`config.mk`:
```
export PLATFORM = sky130hd
export DESIGN_NAME = uart_rom_loader
export DESIGN_NICKNAME = d
export VERILOG_FILES = /design/src/rtl/uart_rom_loader_pkg.sv /design/src/rtl/loader_timeout.sv /design/src/rtl/uart_rom_loader.sv
export SDC_FILE = /design/constraint.sdc
export NUM_CORES = 1
export LEC_CHECK = 0
export ABC_CLOCK_PERIOD_IN_PS = 5500
export CAP_MARGIN = 15
export CORE_ASPECT_RATIO = 0.75
export CORE_MARGIN = 3
export CORE_UTILIZATION = 56
export DETAILED_ROUTE_END_ITERATION = 16
export PLACE_DENSITY = 0.8
export REMOVE_ABC_BUFFERS = 1
export SLEW_MARGIN = 5
export SYNTH_ARGS = -nofsm -noshare
export SYNTH_HDL_FRONTEND = slang
export SYNTH_SLANG_ARGS = --single-unit
```
`constraint.sdc`:
```
create_clock -name clk_4 -period 5.5 [get_ports clk_4]
set_input_delay 0.825 -clock clk_4 [delete_from_list [all_inputs] [get_ports clk_4]]
set_output_delay 0.825 -clock clk_4 [all_outputs]
set_load 0.02 [all_outputs]
```
`src/rtl/uart_rom_loader_pkg.sv`:
```
// Shared types and defaults for the UART ROM loader: FSM state encoding, frame marker, timeout.
// Pure declarations, no logic, no clocking.
package uart_rom_loader_pkg;

    typedef enum logic [2:0] {
        S_IDLE,
        S_LEN0,
        S_LEN1,
        S_LEN2,
        S_DATA,
        S_CSUM,
        S_DONE,
        S_ERR
    } state_t;

    localparam logic [7:0] SYNC_BYTE_DEF   = 8'hA5;
    localparam int         TIMEOUT_CYC_DEF = 4000000;

    // A frame must carry at least one byte and must fit in the 2^addr_w byte image.
    function automatic logic len_ok(input logic [23:0] len, input int addr_w);
        return (len != 24'd0) && (64'(len) <= (64'd1 << addr_w));
    endfunction

endpackage

```
`src/rtl/loader_timeout.sv`:
```
// Inter-byte watchdog: expired is high in the last of TIMEOUT_CYC-1 idle cycles after a kick, so the
// owner's registered reaction lands exactly TIMEOUT_CYC cycles after the kick; no backpressure.
module loader_timeout #(
    parameter int TIMEOUT_CYC = 4000000
) (
    input  logic clk,
    input  logic rst,
    input  logic run,
    input  logic kick,
    output logic expired
);

    localparam int CW = $clog2(TIMEOUT_CYC + 1);

    logic [CW-1:0] cnt;

    // cnt is the index of the current idle cycle since the last kick (first idle cycle = 1).
    always_ff @(posedge clk or posedge rst) begin
        if (rst) begin
            cnt <= '0;
        end else if (!run || kick) begin
            cnt <= CW'(1);
        end else begin
            cnt <= cnt + CW'(1);
        end
    end

    assign expired = run && !kick && (cnt == CW'(TIMEOUT_CYC - 1));

endmodule

```
`src/rtl/uart_rom_loader.sv`:
```
// Loads a sync/length/payload/checksum frame from a UART into ROM RAM, one write the cycle after each
// payload byte; bytes are consumed with a same-cycle rx_rdy_clr pulse, never two cycles in a row.
module uart_rom_loader
    import uart_rom_loader_pkg::*;
#(
    parameter int         ADDR_W      = 18,
    parameter logic [7:0] SYNC_BYTE   = SYNC_BYTE_DEF,
    parameter int         TIMEOUT_CYC = TIMEOUT_CYC_DEF
) (
    input  logic              clk_4,
    input  logic              vb_rst,
    input  logic              rx_rdy,
    input  logic [7:0]        rx_data,
    output logic              rx_rdy_clr,
    input  logic [ADDR_W-1:0] vb_rom_a,
    output logic [ADDR_W-1:0] mem_a,
    output logic [7:0]        mem_d,
    output logic              mem_we,
    output logic              hold_rst,
    output logic              busy,
    output logic              done,
    output logic              err,
    output logic [ADDR_W:0]   byte_cnt
);

    state_t          state;
    logic            clr_q;
    logic            acc;
    logic [15:0]     len_hi;
    logic [23:0]     remain;
    logic [7:0]      csum;
    logic [ADDR_W:0] ptr;
    logic            expired;

    // The UART drops rx_rdy one cycle after the clear, so the cycle after a clear is skipped.
    assign acc        = rx_rdy && !clr_q && !vb_rst;
    assign rx_rdy_clr = acc;

    assign busy     = (state == S_LEN0) || (state == S_LEN1) || (state == S_LEN2) ||
                      (state == S_DATA) || (state == S_CSUM);
    assign hold_rst = busy || (state == S_ERR);
    assign mem_a    = hold_rst ? ptr[ADDR_W-1:0] : vb_rom_a;

    loader_timeout #(
        .TIMEOUT_CYC(TIMEOUT_CYC)
    ) u_timeout (
        .clk    (clk_4),
        .rst    (vb_rst),
        .run    (busy),
        .kick   (acc),
        .expired(expired)
    );

    always_ff @(posedge clk_4 or posedge vb_rst) begin
        if (vb_rst) begin
            state    <= S_IDLE;
            clr_q    <= 1'b0;
            len_hi   <= '0;
            remain   <= '0;
            csum     <= '0;
            ptr      <= '0;
            byte_cnt <= '0;
            mem_we   <= 1'b0;
            mem_d    <= '0;
            done     <= 1'b0;
            err      <= 1'b0;
        end else begin
            clr_q  <= acc;
            mem_we <= 1'b0;
            if (mem_we) begin
                ptr      <= ptr + (ADDR_W+1)'(1);
                byte_cnt <= byte_cnt + (ADDR_W+1)'(1);
            end
            if (expired) begin
                state <= S_ERR;
                err   <= 1'b1;
            end else begin
                case (state)
                    S_IDLE, S_ERR: begin
                        if (acc && rx_data == SYNC_BYTE) begin
                            state    <= S_LEN0;
                            done     <= 1'b0;
                            err      <= 1'b0;
                            byte_cnt <= '0;
                            csum     <= '0;
                            ptr      <= '0;
                        end
                    end
                    S_LEN0: if (acc) begin
                        len_hi[15:8] <= rx_data;
                        state        <= S_LEN1;
                    end
                    S_LEN1: if (acc) begin
                        len_hi[7:0] <= rx_data;
                        state       <= S_LEN2;
                    end
                    S_LEN2: if (acc) begin
                        remain <= {len_hi, rx_data};
                        if (len_ok({len_hi, rx_data}, ADDR_W)) begin
                            state <= S_DATA;
                        end else begin
                            state <= S_ERR;
                            err   <= 1'b1;
                        end
                    end
                    S_DATA: if (acc) begin
                        mem_we <= 1'b1;
                        mem_d  <= rx_data;
                        csum   <= csum + rx_data;
                        remain <= remain - 24'd1;
                        if (remain == 24'd1) begin
                            state <= S_CSUM;
                        end
                    end
                    S_CSUM: if (acc) begin
                        if (rx_data == csum) begin
                            state <= S_DONE;
                            done  <= 1'b1;
                        end else begin
                            state <= S_ERR;
                            err   <= 1'b1;
                        end
                    end
                    S_DONE:  state <= S_IDLE;
                    default: state <= S_IDLE;
                endcase
            end
        end
    end

endmodule

```
After elaboration in Yosys (flattened, before gate mapping)
Cells that the tools add are included. W data, S select, Z words.

Register bits: 123. Bits of input ports: 29. Output and inout bits: 51. Word-level logic and storage cells: 116.

Add/subtract/negate cells: 5. Magnitude comparators: 1. Equality and inequality tests: 25. Multiplexer cells: 40. Bitwise gates (word level): 1. Reduce and logical (&&, ||, !) cells: 31.

Operator list (count): $mux W19 (8); $mux W24 (2); $pmux W24 S2 (1); $add A19 B1 Y19 const B (2); $eq A24 B1 Y1 const B (1); $le A24 B19 Y1 const B (1); $mux W3 (8); $ne A3 B3 Y1 const B (8); $reduce_bool A24 Y1 (1); $sub A24 B1 Y24 const B (1); $add A22 B1 Y22 const B (1); $eq A22 B22 Y1 const B (1); $mux W22 (1); $pmux W3 S7 (1); $mux W18 (1); $mux W8 (2); $pmux W8 S2 (1); $eq A3 B3 Y1 const B (4); $mux W1 (12); $reduce_and A3 Y1 (3); $add A8 B8 Y8 (1); $eq A8 B8 Y1 (1); $eq A8 B8 Y1 const B (1); $ne A2 B2 Y1 const B (4); 19 further kinds (36).

Logic depth before layout (Yosys ltp)
Word-level depth: 9. Depth in mapped cells: 10. Gate-level depth less buffers: 9.

By module
Synthesis repeated with hierarchy kept, for this count alone.

Cells, all modules: 704. Area total of the unflattened synthesis: 6718.9 um2.

Modules (own cells, without submodules): uart_rom_loader (instances 1, cells an instance 590, area an instance 5582.9 um2, seq. area each 2502.4 um2); loader_timeout (instances 1, cells an instance 114, area an instance 1136.1 um2, seq. area each 550.5 um2).

Least setup slack after synthesis
No wires, ideal clock.

Path type: input -> register. Start: in vb_rst. End: reg len_hi[10]. Setup time: 0.125 ns. Arrival time: 2.691 ns. Data required time: 5.375 ns. Path slack: 2.684 ns. Cell stages on the path: 6. Path buffers: 2. Path through: or3b_2 -> clkbuf_1 -> inv_1 -> clkbuf_1 -> nand3_1 -> mux2_2.

Cells in the longest elaborated chain, start to end: 7.

Ends and longest elaborated chain: start: declaration (RTL line uart_rom_loader.sv:11) `input logic vb_rst,`; $logic_not A1 Y1 (no source line) (*); $logic_and A1 B1 Y1 (*) (RTL line uart_rom_loader.sv:36) `assign acc = rx_rdy && !clr_q && !vb_rst;`; named net rx_rdy_clr (RTL line uart_rom_loader.sv:14) `output logic rx_rdy_clr,`; $logic_not A1 Y1 (RTL line loader_timeout.sv:28) `assign expired = run && !kick && (cnt == CW'(TIMEOUT_CYC - 1));`; $logic_and A1 B1 Y1 (2 in series) (RTL line loader_timeout.sv:28); $not A1 Y1 (no source line); $reduce_and A3 Y1 (no source line) (*); end signal: assignment (RTL line uart_rom_loader.sv:90) `len_hi[15:8] <= rx_data;`; end: declaration (RTL line uart_rom_loader.sv:29) `logic [15:0] len_hi;`.

The timed path passes the listed nets; every way through them passes the cells marked *. A chain may end at the register's enable or synchronous reset.

Worst setup path after layout
Start: reg state[2]. End: out mem_a[17].

Cells in the longest elaborated chain, start to end: 7. Elaborated cells on any way between the ends: 12. Classes of those cells: eq/ne (6); mux (1); reduce/logical (5).

Ends and longest elaborated chain: start: declaration (RTL line uart_rom_loader.sv:26) `state_t state;`; start signal: assignment (RTL line uart_rom_loader.sv:56) `state <= S_IDLE;`; start signal: assignment (RTL line uart_rom_loader.sv:75) `state <= S_ERR;`; start signal: assignment (RTL line uart_rom_loader.sv:81) `state <= S_LEN0;`; $eq A3 B1 Y1 / $eq A3 B2 Y1 (equally long branches) (RTL line uart_rom_loader.sv:39) `assign busy = (state == S_LEN0) || (state == S_LEN1) || (state == S_LEN2) ||`; $logic_or A1 B1 Y1 (3 in series) (RTL line uart_rom_loader.sv:39); $logic_or A1 B1 Y1 (RTL line uart_rom_loader.sv:40) `(state == S_DATA) || (state == S_CSUM);`; $logic_or A1 B1 Y1 (*) (RTL line uart_rom_loader.sv:41) `assign hold_rst = busy || (state == S_ERR);`; $mux W18 (*) (RTL line uart_rom_loader.sv:42) `assign mem_a = hold_rst ? ptr[ADDR_W-1:0] : vb_rom_a;`; end: declaration (RTL line uart_rom_loader.sv:16) `output logic [ADDR_W-1:0] mem_a,`.

Mark *: on every way between the ends. The rest lies on a longest branch, timed or not.

==> key figures <==
Finish
  • Count of non-filler cells in the finished layout: roughly 930
  • Diode count: 0
  • Final core occ: 0.725
  • Reg area: 3050 um^2
  • Filler instances: 769
  • Multi-input logic area: 3320 um^2
  • Synth-to-Final Area Change: 23.7%
  • Layout cells sized above 1: 0.101
  • Final #Nets: 814

STA
  • Endpoints failing hold: 0
  • Unrepaired setup endpoints after global routing: no
  • Hold_ws: 485 ps
  • Worst Clk Skew: 8.37 ps
  • Fin crit period: ~4000 ps
  • Post-route setup slack: about 1500 ps
  • Max Clk Rate: 251 MHz
  • Worst Max-Slew Pin Slew: approximately 1100 ps
  • Setup tns final: 0 ps
  • Final slew viol count: 0
  • Period Utilization, post-route: 0.724
  • Setup violations, final: 0
  • Relative slew margins: 0.264

Critical path
  • Setup Crit Path Kind: register to output port
  • Reg2reg start: state[0]
  • R2R Setup Slk: between 2000 and 2500 ps
  • Worst setup path end: mem_a[17]
  • Worst Setup Start Kind: register
  • Req. time, crit path: 4680 ps
  • Crit-path max FO: 20
  • Critical path data arrival time: 3160 ps
  • Reg2Reg Depth: 8
  • Critical Path Source: state[2]
  • Worst R2R End: remain[2]
  • CP endpoint kind: output port

Logic synthesis
  • Mux share of post-synthesis cell area: 0.0733
  • Adder-cell share of the synthesized area: 0.0260
  • EDFF count, synth: 0
  • Yosys cell types: 51
  • Cell count after synthesis: 700
  • Register area share after synthesis: 0.467
  • Xor and xnor fraction of the mapped netlist area: 0.0710
  • Share of synthesized registers carrying an async set or reset: 1.00
  • Synth Flop Type: dfrtp_1
  • Synthesized flop and latch total: around 120
  • Mean Syn Cell Area: 9.34 um^2
  • Largest family of logic cells by synthesized area: simple AND/OR/NAND/NOR gates
  • Cell area after synthesis: 6540 um^2
  • Post-synthesis compound-gate area fraction: 0.109
  • Synth Warn #: 0
  • Synth Area in Simple Gates: 0.225

Global routing
  • Tot GR Track Use: 0.276
  • First-pass GRT wire length: ~29,000 um
  • Initial antenna violation count: 0
  • Largest net degree at the start of global routing: 51
  • GRT overflow: 0
  • Vias in the first global route: between 5,000 and 6,000

CTS
  • Worst skew pair latency: 410 ps
  • CTS root buffer: clkbuf_16
  • Max clock buf depth: 2
  • TritonCTS buffer count: 17
  • Cts repair resizes: 0
  • CTS tree: done
  • Setup bufs post-CTS: 0
  • Clock transition at the registers of the reported paths: 60 ps
  • # hold bufs at CTS: 0
  • H-tree Lvls: 4
  • CTS sink cnt: approximately 120

Drt
  • Vias per cell: 6.10
  • Routed Antenna Nets: 0
  • Wire length per cell: approximately 18 um
  • DRC: 0
  • Routed via count: 5,639
  • Initial DRC Count: 515
  • Final WL: 16,700 um
  • Drt pass-1 iters: 5

Floorplan
  • Initial Utilization: 0.586
  • # IOs: 80
  • FP Rows: 33
  • Core area: 11,100 um^2
  • Height of the die: 99.6 um
  • Die W: 131 um
  • Die ar.: 13,000 um^2

Power and ir drop
  • Leakage power total: around 3.2 nW
  • Largest vdd supply drop: 0.341 mV
  • Power density over the cells: 518 nW/um^2

Place
  • I/O Buffers: roughly 80
  • DP Cell Count: between 800 and 900
  • DP HPWL: 11,300 um
  • GP Congestion: 0.921
  • Pre-CTS WS: 1620 ps

Status
  • Outcome: finished, final reports clean

Run
  • Max-Cap Viols: 0

Min path
  • Min-Delay Path Class: register to register
[critical path, stage by stage (launching register included)]
cell and delay [ps]:
dfrtp_1 650, nand2_1 230, a21oi_2 870, mux2_2 420, clkdlybuf4s50_1 560
[layout by cell type (no fill, tap or decap), types with 5 or more instances in the layout]
cell             Yosys  final
and3_1              10     10
mux2_2              31     31
nand2_1             73     73
or4_1                5      5
xor2_1              38     38
xnor2_1             15     15
buf_4                0      6
clkinvlp_4           0      6
nand4_1             19     19
mux2i_1             13     13
clkbuf_16            0     17
o21ai_0             47     47
a21oi_1             33     32
ha_1                12     12
inv_1               15     14
or3_1               12     12
clkdlybuf4s50_1      0     79
nor2_1              87     87
a22oi_1             11     11
nand3_1             35     35
nor4_1              10     10
nor3_1              22     22
dfrtp_1            122    122
and4_1               5      5
[synth_stat cells (4+ instances only)]
cell        n  area share
dfrtp_1   122        0.47
nor2_1     87       0.050
nand2_1    73       0.042
o21ai_0    47       0.036
xor2_1     38       0.051
nand3_1    35       0.027
a21oi_1    33       0.025
mux2_2     31       0.053
clkbuf_1   22       0.013
nor3_1     22       0.017
nand4_1    19       0.018
inv_1      15      0.0086
xnor2_1    15       0.020
mux2i_1    13       0.020
ha_1       12       0.023
or3_1      12       0.011
a22oi_1    11       0.013
and3_1     10      0.0096
nor4_1     10      0.0096
buf_2       6      0.0046
and4_1      5      0.0067
or4_1       5      0.0057
a21o_1      4      0.0046
and2_1      4      0.0038
buf_1       4      0.0023
[sequential cells by signal (all words and copies together) (netlist names)]
register and flops:
byte_cnt 19, u_timeout.cnt 22, csum 8, remain 24, clr_q 1, state 3, mem_d 8, err 1
len_hi 16, ptr 18, mem_we 1, done 1
[worst min path at each step]
stage,depth (start not counted),to,slack (ps),start
finish,2,mem_d[0],480,mem_d[0]
global route,2,mem_d[0],520,mem_d[0]
CTS,2,mem_d[0],480,mem_d[0]
detailed placement,2,mem_d[6],460,mem_d[6]
global placement,2,mem_d[5],460,mem_d[5]
floorplan,1,remain[11],450,remain[11]
[power breakdown]
part	total, mW	leakage (nW)	switching, mW	internal, mW
registers	1.53	1.46	0.345	1.18
logic	1.45	1.50	0.773	0.677
clock network	1.21	0.294	0.424	0.784
total	4.19	3.25	1.54	2.64
[layer usage]
| metal | up-vias | routed length, um | GRT usage |
|---|---|---|---|
| li1 | 2629 | - | - |
| met1 | 2739 | 7290 | 0.386 |
| met2 | 238 | 8030 | 0.428 |
| met3 | 33 | 1120 | 0.0596 |
| met4 | 0 | 299 | 0.0957 |
| met5 | - | 0 | 0 |
[per-stage QoR]
stage | total power [mW] | instance area (um^2)
global route | 4.43 | 8080
finish | 4.19 | 8080
CTS | 4.19 | 8080
global placement | 2.88 | 7440
floorplan | 2.38 | 6410
detailed placement | 2.95 | 7440
[logic make-up (layout without fill, tap and decap cells)]
kind of cell,after synthesis,in the layout
xor+xnor,53,53
fa+ha+maj,13,13
buf+inv,47,132
mux,44,44
simple gates,301,301
flops,122,122
compound gates,120,120
[area by class of cell]
class / count / area share
tap: 140 / 0.0217
sequential: 122 / 0.378
timing repair buffer: 85 / 0.103
clock buffer: 19 / 0.0560
multi-input combinational: 531 / 0.410
inverter: 15 / 0.00728
clock inverter: 13 / 0.0237
No activity file was read; power rests on OpenSTA's default activity.
